[src/rtl/pc_sequencer.sv]
// Program-counter / fetch control for the pipelined RSA CPU: owns the PC, run state,
// NZCV flags, branch condition evaluation, flush pulse and a saturating fetch counter.
module pc_sequencer #(
  parameter int ADDR_WIDTH = 32,
  parameter int IMM_WIDTH  = 24,
  parameter int PC_STEP    = 4,
  parameter int IMM_SHIFT  = 2,
  parameter int CNT_WIDTH  = 16
) (
  input  logic                  clk,
  input  logic                  reset,
  input  logic                  start,
  input  logic                  stall,
  input  logic                  flags_pending,
  input  logic [1:0]            branch_op,
  input  logic [3:0]            cond,
  input  logic [IMM_WIDTH-1:0]  imm,
  input  logic                  flags_write,
  input  logic [3:0]            alu_flags,
  output logic [ADDR_WIDTH-1:0] pc,
  output logic                  flag_zero,
  output logic                  running,
  output logic                  flush,
  output logic [CNT_WIDTH-1:0]  fetch_count
);

  typedef enum logic [1:0] {
    Idle   = 2'd0,
    Run    = 2'd1,
    Halted = 2'd2
  } stateT;

  stateT                 stateReg, stateNext;
  logic [ADDR_WIDTH-1:0] pcReg, pcNext;
  logic [3:0]            flagsReg, flagsNext;
  logic                  flushReg, flushNext;
  logic                  runningReg;
  logic [CNT_WIDTH-1:0]  countReg, countNext, countInc;

  logic [3:0]            effFlags;
  logic                  flagN, flagZ, flagC, flagV;
  logic                  condTrue;
  logic                  isBranch, isCondBranch, isHalt;
  logic [ADDR_WIDTH-1:0] immExt, branchOffset;

  // Writeback flags bypass the register so a branch right behind a flag setter sees them.
  assign effFlags = flags_write ? alu_flags : flagsReg;
  assign {flagN, flagZ, flagC, flagV} = effFlags;

  always_comb begin
    condTrue = 1'b0;
    case (cond)
      4'h0: condTrue = flagZ;
      4'h1: condTrue = !flagZ;
      4'h2: condTrue = flagC;
      4'h3: condTrue = !flagC;
      4'h4: condTrue = flagN;
      4'h5: condTrue = !flagN;
      4'h6: condTrue = flagV;
      4'h7: condTrue = !flagV;
      4'h8: condTrue = flagC && !flagZ;
      4'h9: condTrue = !flagC || flagZ;
      4'hA: condTrue = (flagN == flagV);
      4'hB: condTrue = (flagN != flagV);
      4'hC: condTrue = !flagZ && (flagN == flagV);
      4'hD: condTrue = flagZ || (flagN != flagV);
      4'hE: condTrue = 1'b1;
      default: condTrue = 1'b0;
    endcase
  end

  assign isBranch     = (branch_op == 2'b10);
  assign isHalt       = (branch_op == 2'b11);
  assign isCondBranch = isBranch && (cond != 4'hE);

  assign immExt       = {{(ADDR_WIDTH-IMM_WIDTH){imm[IMM_WIDTH-1]}}, imm};
  assign branchOffset = immExt << IMM_SHIFT;
  assign countInc     = (countReg == '1) ? countReg : countReg + CNT_WIDTH'(1);

  always_comb begin
    stateNext = stateReg;
    pcNext    = pcReg;
    countNext = countReg;
    flushNext = 1'b0;
    flagsNext = flags_write ? alu_flags : flagsReg;
    case (stateReg)
      Idle: begin
        pcNext = '0;
        if (start) begin
          stateNext = Run;
          countNext = '0;
        end
      end
      Run: begin
        if (stall) begin
          pcNext = pcReg;
        end else if (isCondBranch && flags_pending && !flags_write) begin
          pcNext = pcReg;
        end else if (isHalt) begin
          countNext = countInc;
          stateNext = Halted;
        end else if (isBranch && condTrue) begin
          pcNext    = pcReg + branchOffset;
          flushNext = 1'b1;
          countNext = countInc;
        end else begin
          pcNext    = pcReg + ADDR_WIDTH'(PC_STEP);
          countNext = countInc;
        end
      end
      Halted: begin
        if (start) begin
          stateNext = Run;
          pcNext    = '0;
          countNext = '0;
        end
      end
      default: begin
        stateNext = Idle;
        pcNext    = '0;
      end
    endcase
  end

  always_ff @(posedge clk or posedge reset) begin
    if (reset) begin
      stateReg   <= Idle;
      pcReg      <= '0;
      flagsReg   <= 4'b0000;
      flushReg   <= 1'b0;
      runningReg <= 1'b0;
      countReg   <= '0;
    end else begin
      stateReg   <= stateNext;
      pcReg      <= pcNext;
      flagsReg   <= flagsNext;
      flushReg   <= flushNext;
      runningReg <= (stateNext == Run);
      countReg   <= countNext;
    end
  end

  assign pc          = pcReg;
  assign flag_zero   = flagsReg[2];
  assign running     = runningReg;
  assign flush       = flushReg;
  assign fetch_count = countReg;

endmodule

[config.mk]
export PLATFORM = sky130hd
export DESIGN_NAME = pc_sequencer
export DESIGN_NICKNAME = d
export VERILOG_FILES = /design/src/rtl/pc_sequencer.sv
export SDC_FILE = /design/constraint.sdc
export NUM_CORES = 1
export LEC_CHECK = 0
export CAP_MARGIN = 15
export CORE_MARGIN = 3
export CORE_UTILIZATION = 55
export DETAILED_ROUTE_END_ITERATION = 12
export PLACE_DENSITY = 0.87
export SETUP_SLACK_MARGIN = 0.2
export SYNTH_ARGS = -nofsm -noshare
export SYNTH_HDL_FRONTEND = slang
export SYNTH_SLANG_ARGS = --single-unit
export TNS_END_PERCENT = 50
[constraint.sdc]
create_clock -name clk -period 10 [get_ports clk]
set_input_delay 3 -clock clk [delete_from_list [all_inputs] [get_ports clk]]
set_output_delay 3 -clock clk [all_outputs]
set_load 0.01 [all_outputs]
==> results by group, run 1 <==
Critical path
  – Top Family by Delay on Critical Path: compound AO/OA/AOI/OAI gates
  – Required time worst endpoint: around 10000 ps
  – Max FO, Critical Path: 26
  – WP data arrival: 7830 ps
  – Most frequent CP cell: a31oi_1
  – Setup crit start kind: input pin
  – CP bufs+invs: 3
  – Crit end category: flop
  – Crit-path cells: clkdlybuf4s50_1 -> mux2i_2 -> inv_2 -> nor4_1 -> a31oi_1 -> a2111oi_2 -> nand3b_4 -> or2b_1 -> ha_1 -> inv_1 -> fa_1 -> nor2b_1 -> o21ai_1 -> a21boi_1 -> o31ai_1 -> a211oi_1 -> o2111ai_1 -> a31oi_1 -> o21a_1 -> or3_1 -> a32o_1
  – CP max stage delay: 620 ps
  – Critical path class: input pin to flop
  – CP max-delay cell: clkdlybuf4s50_1

Cells and area
  – Nets: between 600 and 700
  – Syn-to-layout area delta: 27.3%
  – Fillers: 530
  – # diodes: 0
  – Layout cells sized above 1: 0.0425

Yosys
  – Post-synthesis sequential area ratio: 0.344
  – Cell accounting for the most synthesized area: dfrtp_1
  – Synth Register Bits: 54
  – Synth top area cells: dfrtp_1, ha_1, nand2_1
  – Syn_area_per_cell: around 8.6 sq um
  – Synthesized area: 0.00393 sq mm
  – Yosys Warn Count: 0
  – Share of the synthesized area in the top cell type: 0.344
  – Netlist cell types: slightly below 60
  – Mapped Cells: approximately 460
  – Number of flops mapped to enable cells by yosys: 0
  – Top FF cell, synth: dfrtp_1
  – Ys async rst share: 1.00

Global route
  – Global Route Usage Sum: 0.242
  – Pin count of the biggest net entering global routing: 55
  – Initial antenna violation count: 0
  – First-pass GRT wire length: 16800 um
  – GRT overflow: 0
  – Vias in the first global route: approximately 3.7k

Clock tree
  – Clk root buf: clkbuf_8
  – Num CTS Buffers: 5
  – CTS tree: yes
  – Post-CTS setup buffer count: 0
  – Worst-case clock buffer depth: 2
  – Gates resized, CTS repair: 0
  – Clock Sinks: 54
  – Number of H-tree levels: 2
  – Clk_lat worst skew: around 320 ps
  – Reg clk slew, reported paths: between 100 and 150 ps
  – # hold bufs at CTS: 0

Die
  – Core area: between 0.006 and 0.007 sq mm
  – Die height: 90.6 um
  – Die area: approximately 0.0082 sq mm
  – Die X-Extent: a little over 90 um
  – Num rows: 30
  – Initial core utilization: 0.572
  – # IOs: 91

Drt
  – Vias per cell: 5.75
  – WL/cell: 15.3 um
  – Final ANT Viol Nets: 0
  – Routed WL: 9770 um
  – DRC: 0
  – First-pass detailed-route iteration total: 4
  – Vias: approximately 3.7k
  – DRT iter0 DRCs: ~150

Timing
  – Endpoints failing hold: 0
  – Setup TNS: 0 ps
  – Clock Skews: ~8.7 ps
  – Slew Limit Fails: 0
  – Slew at the pin closest to its max-slew limit: 1060 ps
  – Final worst setup slack: approximately 2400 ps
  – Max Fclk: between 0.1 and 0.15 GHz
  – Final Critical Period: approximately 7600 ps
  – Rel. slew slack: 0.289
  – Unrepaired setup endpoints after global routing: false
  – Final Cycle Share: 0.762
  – Setup-violating endpoint count in the final report: 0
  – Worst hold slack: about 510 ps

Job
  – Max-cap violations: 0

Pwr
  – Pwr dens: ~130 mW/mm^2
  – Power, Total: ~0.65 mW
  – Leakage: ~2.3 nW
  – Maximum VDD drop: 0.0000674 V

Place
  – DP HPWL: about 7300 um
  – PortBufs: 88
  – Dpl ws: 2050 ps
  – GP Congestion: 0.884

Hold path
  – Hold Path Class: flop to flop

Status
  – Status: finished, final reports clean
## registers in the layout, summed over array words and instances (netlist names)
| name | flops |
|---|---|
| stateReg | 2 |
| flagsReg | 4 |
| flush | 1 |
| pc | 30 |
| fetch_count | 16 |
| running | 1 |
## cell usage after synthesis (5+ instances only)
library cell,number
nand4_1,6
nand2_1,51
a21oi_1,29
and3_1,9
dfrtp_1,54
nor2_1,18
mux2i_1,6
o31ai_1,8
nor3_1,8
a31oi_1,6
or3_1,10
inv_1,28
clkbuf_1,9
xor2_1,21
a21o_1,8
ha_1,30
a211oi_1,7
nand3_1,13
o21ai_0,37
nor2b_1,5
nand2b_1,6
xnor2_1,10
and2_1,21
## worst reg2reg max path: cells and delay by family, from the launching register on
| family | cells | cell delay [ps] |
|---|---|---|
| DFF | 1 | 420 |
| AOI/OAI and AO/OA | 10 | 2150 |
| and+or+nand+nor | 5 | 1250 |
| adders and majority gates | 2 | 400 |
| buffers and inverters | 2 | 130 |
| muxes | 1 | 220 |
## cell type report
cell class / count / area, sq um / area share
clock inverters: 3 / 47.5 / 0.00950
multi-input cells: 360 / 2410 / 0.482
inverters: 29 / 109 / 0.0217
well taps: 96 / 120 / 0.0240
repair buffers: 90 / 896 / 0.179
clock buffers: 5 / 68.8 / 0.0138
flip-flops and latches: 54 / 1350 / 0.270
## routing by layer
metal | track usage | vias up | part of all wire
met5 | 0 | - | 0
met2 | 0.414 | 113 | 0.50
met3 | 0.0433 | 16 | 0.054
met1 | 0.312 | 1740 | 0.43
li1 | - | 1791 | -
met4 | 0.0753 | 0 | 0.011
## stage by stage
| stage | utilization | area [sq um] | cells |
|---|---|---|---|
| floorplan | - | 3940 | 456 |
| global placement | 0.711 | 4880 | 628 |
| detailed placement | 0.711 | 4880 | 628 |
| CTS | 0.728 | 5000 | 636 |
| global route | 0.729 | 5000 | 637 |
| finish | 0.729 | 5000 | 637 |
## kinds of logic (layout without fill, tap and decap cells)
group,after synthesis,count (layout),share of synthesized area
buffers and inverters,42,127,0.0439
DFF,54,54,0.344
AOI/OAI and AO/OA,123,123,0.195
and+or+nand+nor,165,165,0.221
adders and majority gates,31,31,0.101
muxes,8,8,0.0255
other,1,2,0.000954
xor gates and xnor gates,31,31,0.0690
## cell usage in the layout (no fill, tap or decap), drive strengths merged, types with 18 or more instances in the layout
| cell type | instances |
|---|---|
| and2 | 24 |
| dfrtp | 54 |
| clkdlybuf4s50 | 88 |
| nand2 | 52 |
| ha | 30 |
| o21ai | 41 |
| xor2 | 21 |
| nor2 | 18 |
| inv | 31 |
| a21oi | 30 |
## report_power, final
group / internal (mW) / leakage (nW) / switching [mW] / total [mW]
Combinational: 0.103 / 1.51 / 0.127 / 0.230
Sequential: 0.243 / 0.732 / 0.0248 / 0.268
Clock: 0.0766 / 0.0591 / 0.0798 / 0.156
Total: 0.423 / 2.31 / 0.232 / 0.655
## path summary, 6_finish.rpt
kind | from | end | slack (ps) | cells after the start
worst max-delay path | flags_write | pc[28] | 2380 | 21
max in group asynchronous | reset | pc[21] | 6360 | 3
worst min register to register | flagsReg[1] | flagsReg[1] | 510 | 2
worst min-delay path | flagsReg[1] | flagsReg[1] | 510 | 2
min in group asynchronous | reset | flagsReg[0] | 3170 | 3
worst max register to register | flagsReg[2] | pc[28] | 5360 | 20
Power figures use the tool's default switching activity.
==> inputs of run 2 (changes only) <==
- CORE_UTILIZATION: 55 -> 46
- PLACE_DENSITY: 0.87 -> 0.77
- clock period: 10 -> 6.8 ns (I/O delays scaled with it)
==> results by group, run 2 (synthesized netlist as in run 1, its figures left out) <==
Global route
  – First-pass GRT wire length: 16000 um
  – GRT overflow: 0
  – Pin count of the biggest net entering global routing: between 50 and 60
  – Vias in the first global route: ~3.6k
  – Global Route Usage Sum: 0.195
  – Initial antenna violation count: 0

Job
  – Max-cap violations: 0

Die
  – Num rows: 33
  – # IOs: between 90 and 100
  – Die area: slightly below 0.01 sq mm
  – Die X-Extent: slightly below 100 um
  – Initial core utilization: 0.476
  – Die height: about 98 um
  – Core area: ~0.0083 sq mm

Timing
  – Rel. slew slack: 0.293
  – Endpoints failing hold: 0
  – Setup-violating endpoint count in the final report: 0
  – Setup TNS: 0 ps
  – Max Fclk: 0.161 GHz
  – Clock Skews: ~11 ps
  – Slew Limit Fails: 0
  – Final Cycle Share: 0.914
  – Unrepaired setup endpoints after global routing: false
  – Final Critical Period: roughly 6200 ps
  – Slew at the pin closest to its max-slew limit: ~1100 ps

Cells and area
  – Layout cells sized above 1: 0.0532
  – Nets: 615
  – Syn-to-layout area delta: 28.6%
  – Max FFs per register: 30
  – Post-Layout Inst Area: 0.00506 sq mm
  – Final core occ: 0.613
  – Commonest cells after routing, fill and taps aside: clkdlybuf4s50_1, dfrtp_1, nand2_1
  – # diodes: 0
  – Leading cell type in the layout, fill and taps excluded: clkdlybuf4s50_1

Critical path
  – Critical path class: input pin to flop
  – Required time worst endpoint: about 7000 ps
  – Max FO, Critical Path: 19
  – Crit end category: flop
  – WP data arrival: approximately 6400 ps
  – Setup crit start kind: input pin

Drt
  – DRC: 0
  – Vias per cell: between 5 and 6
  – WL/cell: 14.4 um
  – Vias: about 3.5k
  – Routed WL: 9390 um
  – Final ANT Viol Nets: 0
  – DRT iter0 DRCs: 114
  – First-pass detailed-route iteration total: 4

Status
  – Status: finished, final reports clean

Clock tree
  – Number of H-tree levels: 2
  – Clk_lat worst skew: approximately 320 ps
  – Clock Sinks: 54
  – Clk root buf: clkbuf_8
  – Num CTS Buffers: 5
  – Worst-case clock buffer depth: 2
  – Reg clk slew, reported paths: between 100 and 150 ps
  – CTS tree: yes

Pwr
  – Maximum VDD drop: between 0.00015 and 0.0002 V
  – Leakage: 2.33 nW
  – Pwr dens: approximately 190 mW/mm^2

Place
  – Cell Area, Placed: approximately 0.005 sq mm
  – DP HPWL: a little over 7000 um
  – PortBufs: between 80 and 90
  – GP Congestion: ~0.85

Hold path
  – Hold Path Class: flop to flop
## run 2: what timing repair did
action | CTS | global route
gates resized for setup | 0 | 3
setup buffers | 0 | 0
hold buffers | 0 | 0
endpoints found under the setup margin | 0 | 9
## run 2: worst max-delay path, cell delays in order
cell             delay, ps
clkdlybuf4s50_1        420
mux2i_2                240
inv_2                   60
nor4_1                 240
a31oi_1                100
a2111oi_2              400
nand3b_4               220
buf_4                  220
and2_1                 160
ha_1                   260
a21oi_1                220
o21ai_1                 90
a21o_1                 180
a21oi_1                250
a211oi_1               170
o2111ai_1              250
a31oi_1                140
o21a_1                 190
or3_1                  300
a32o_1                 250
## run 2: metal layers
layer  share of wire  global-route usage  vias up
met3           0.046              0.0276        6
met4          0.0082              0.0525        0
met2            0.47               0.330       74
li1                -                   -     1802
met1            0.47               0.262     1662
met5               0                   0        -
## run 2: per-stage QoR
step / std cells / power, mW / setup WS [ps] / hold slack, ps
2_1_floorplan: 456 / 0.596 / 962 / 458
3_3_place_gp: 642 / 0.731 / 140 / 476
3_5_place_dp: 642 / 0.742 / -38.0 / 504
4_1_cts: 650 / 0.976 / 300 / 533
5_1_grt: 650 / 1.02 / 294 / 563
6_report: 650 / 0.965 / 586 / 524
## run 2: final timing paths
| check | slack, ps | from | depth (start not counted) | end |
|---|---|---|---|---|
| max | 590 | alu_flags[2] | 20 | pc[28] |
| min | 520 | pc[23] | 2 | pc[23] |
| max reg2reg | 2300 | flagsReg[2] | 19 | pc[28] |
| min reg2reg | 520 | pc[23] | 2 | pc[23] |
| max in group asynchronous | 4110 | reset | 3 | pc[20] |
| min in group asynchronous | 2210 | reset | 3 | flagsReg[1] |
## run 2: cell type report
| type | count | area [sq um] |
|---|---|---|
| clock buffer | 5 | 68.8 |
| multi-input combinational | 360 | 2420 |
| fill | 709 | 3200 |
| clock inverter | 3 | 47.5 |
| tap | 105 | 131 |
| sequential | 54 | 1350 |
| inverter | 29 | 109 |
| timing repair buffer | 94 | 928 |
## run 2: power by group
group	switching [mW]	internal, mW	total, mW
Combinational	0.186	0.154	0.339
Sequential	0.0383	0.358	0.396
Clock	0.118	0.112	0.230
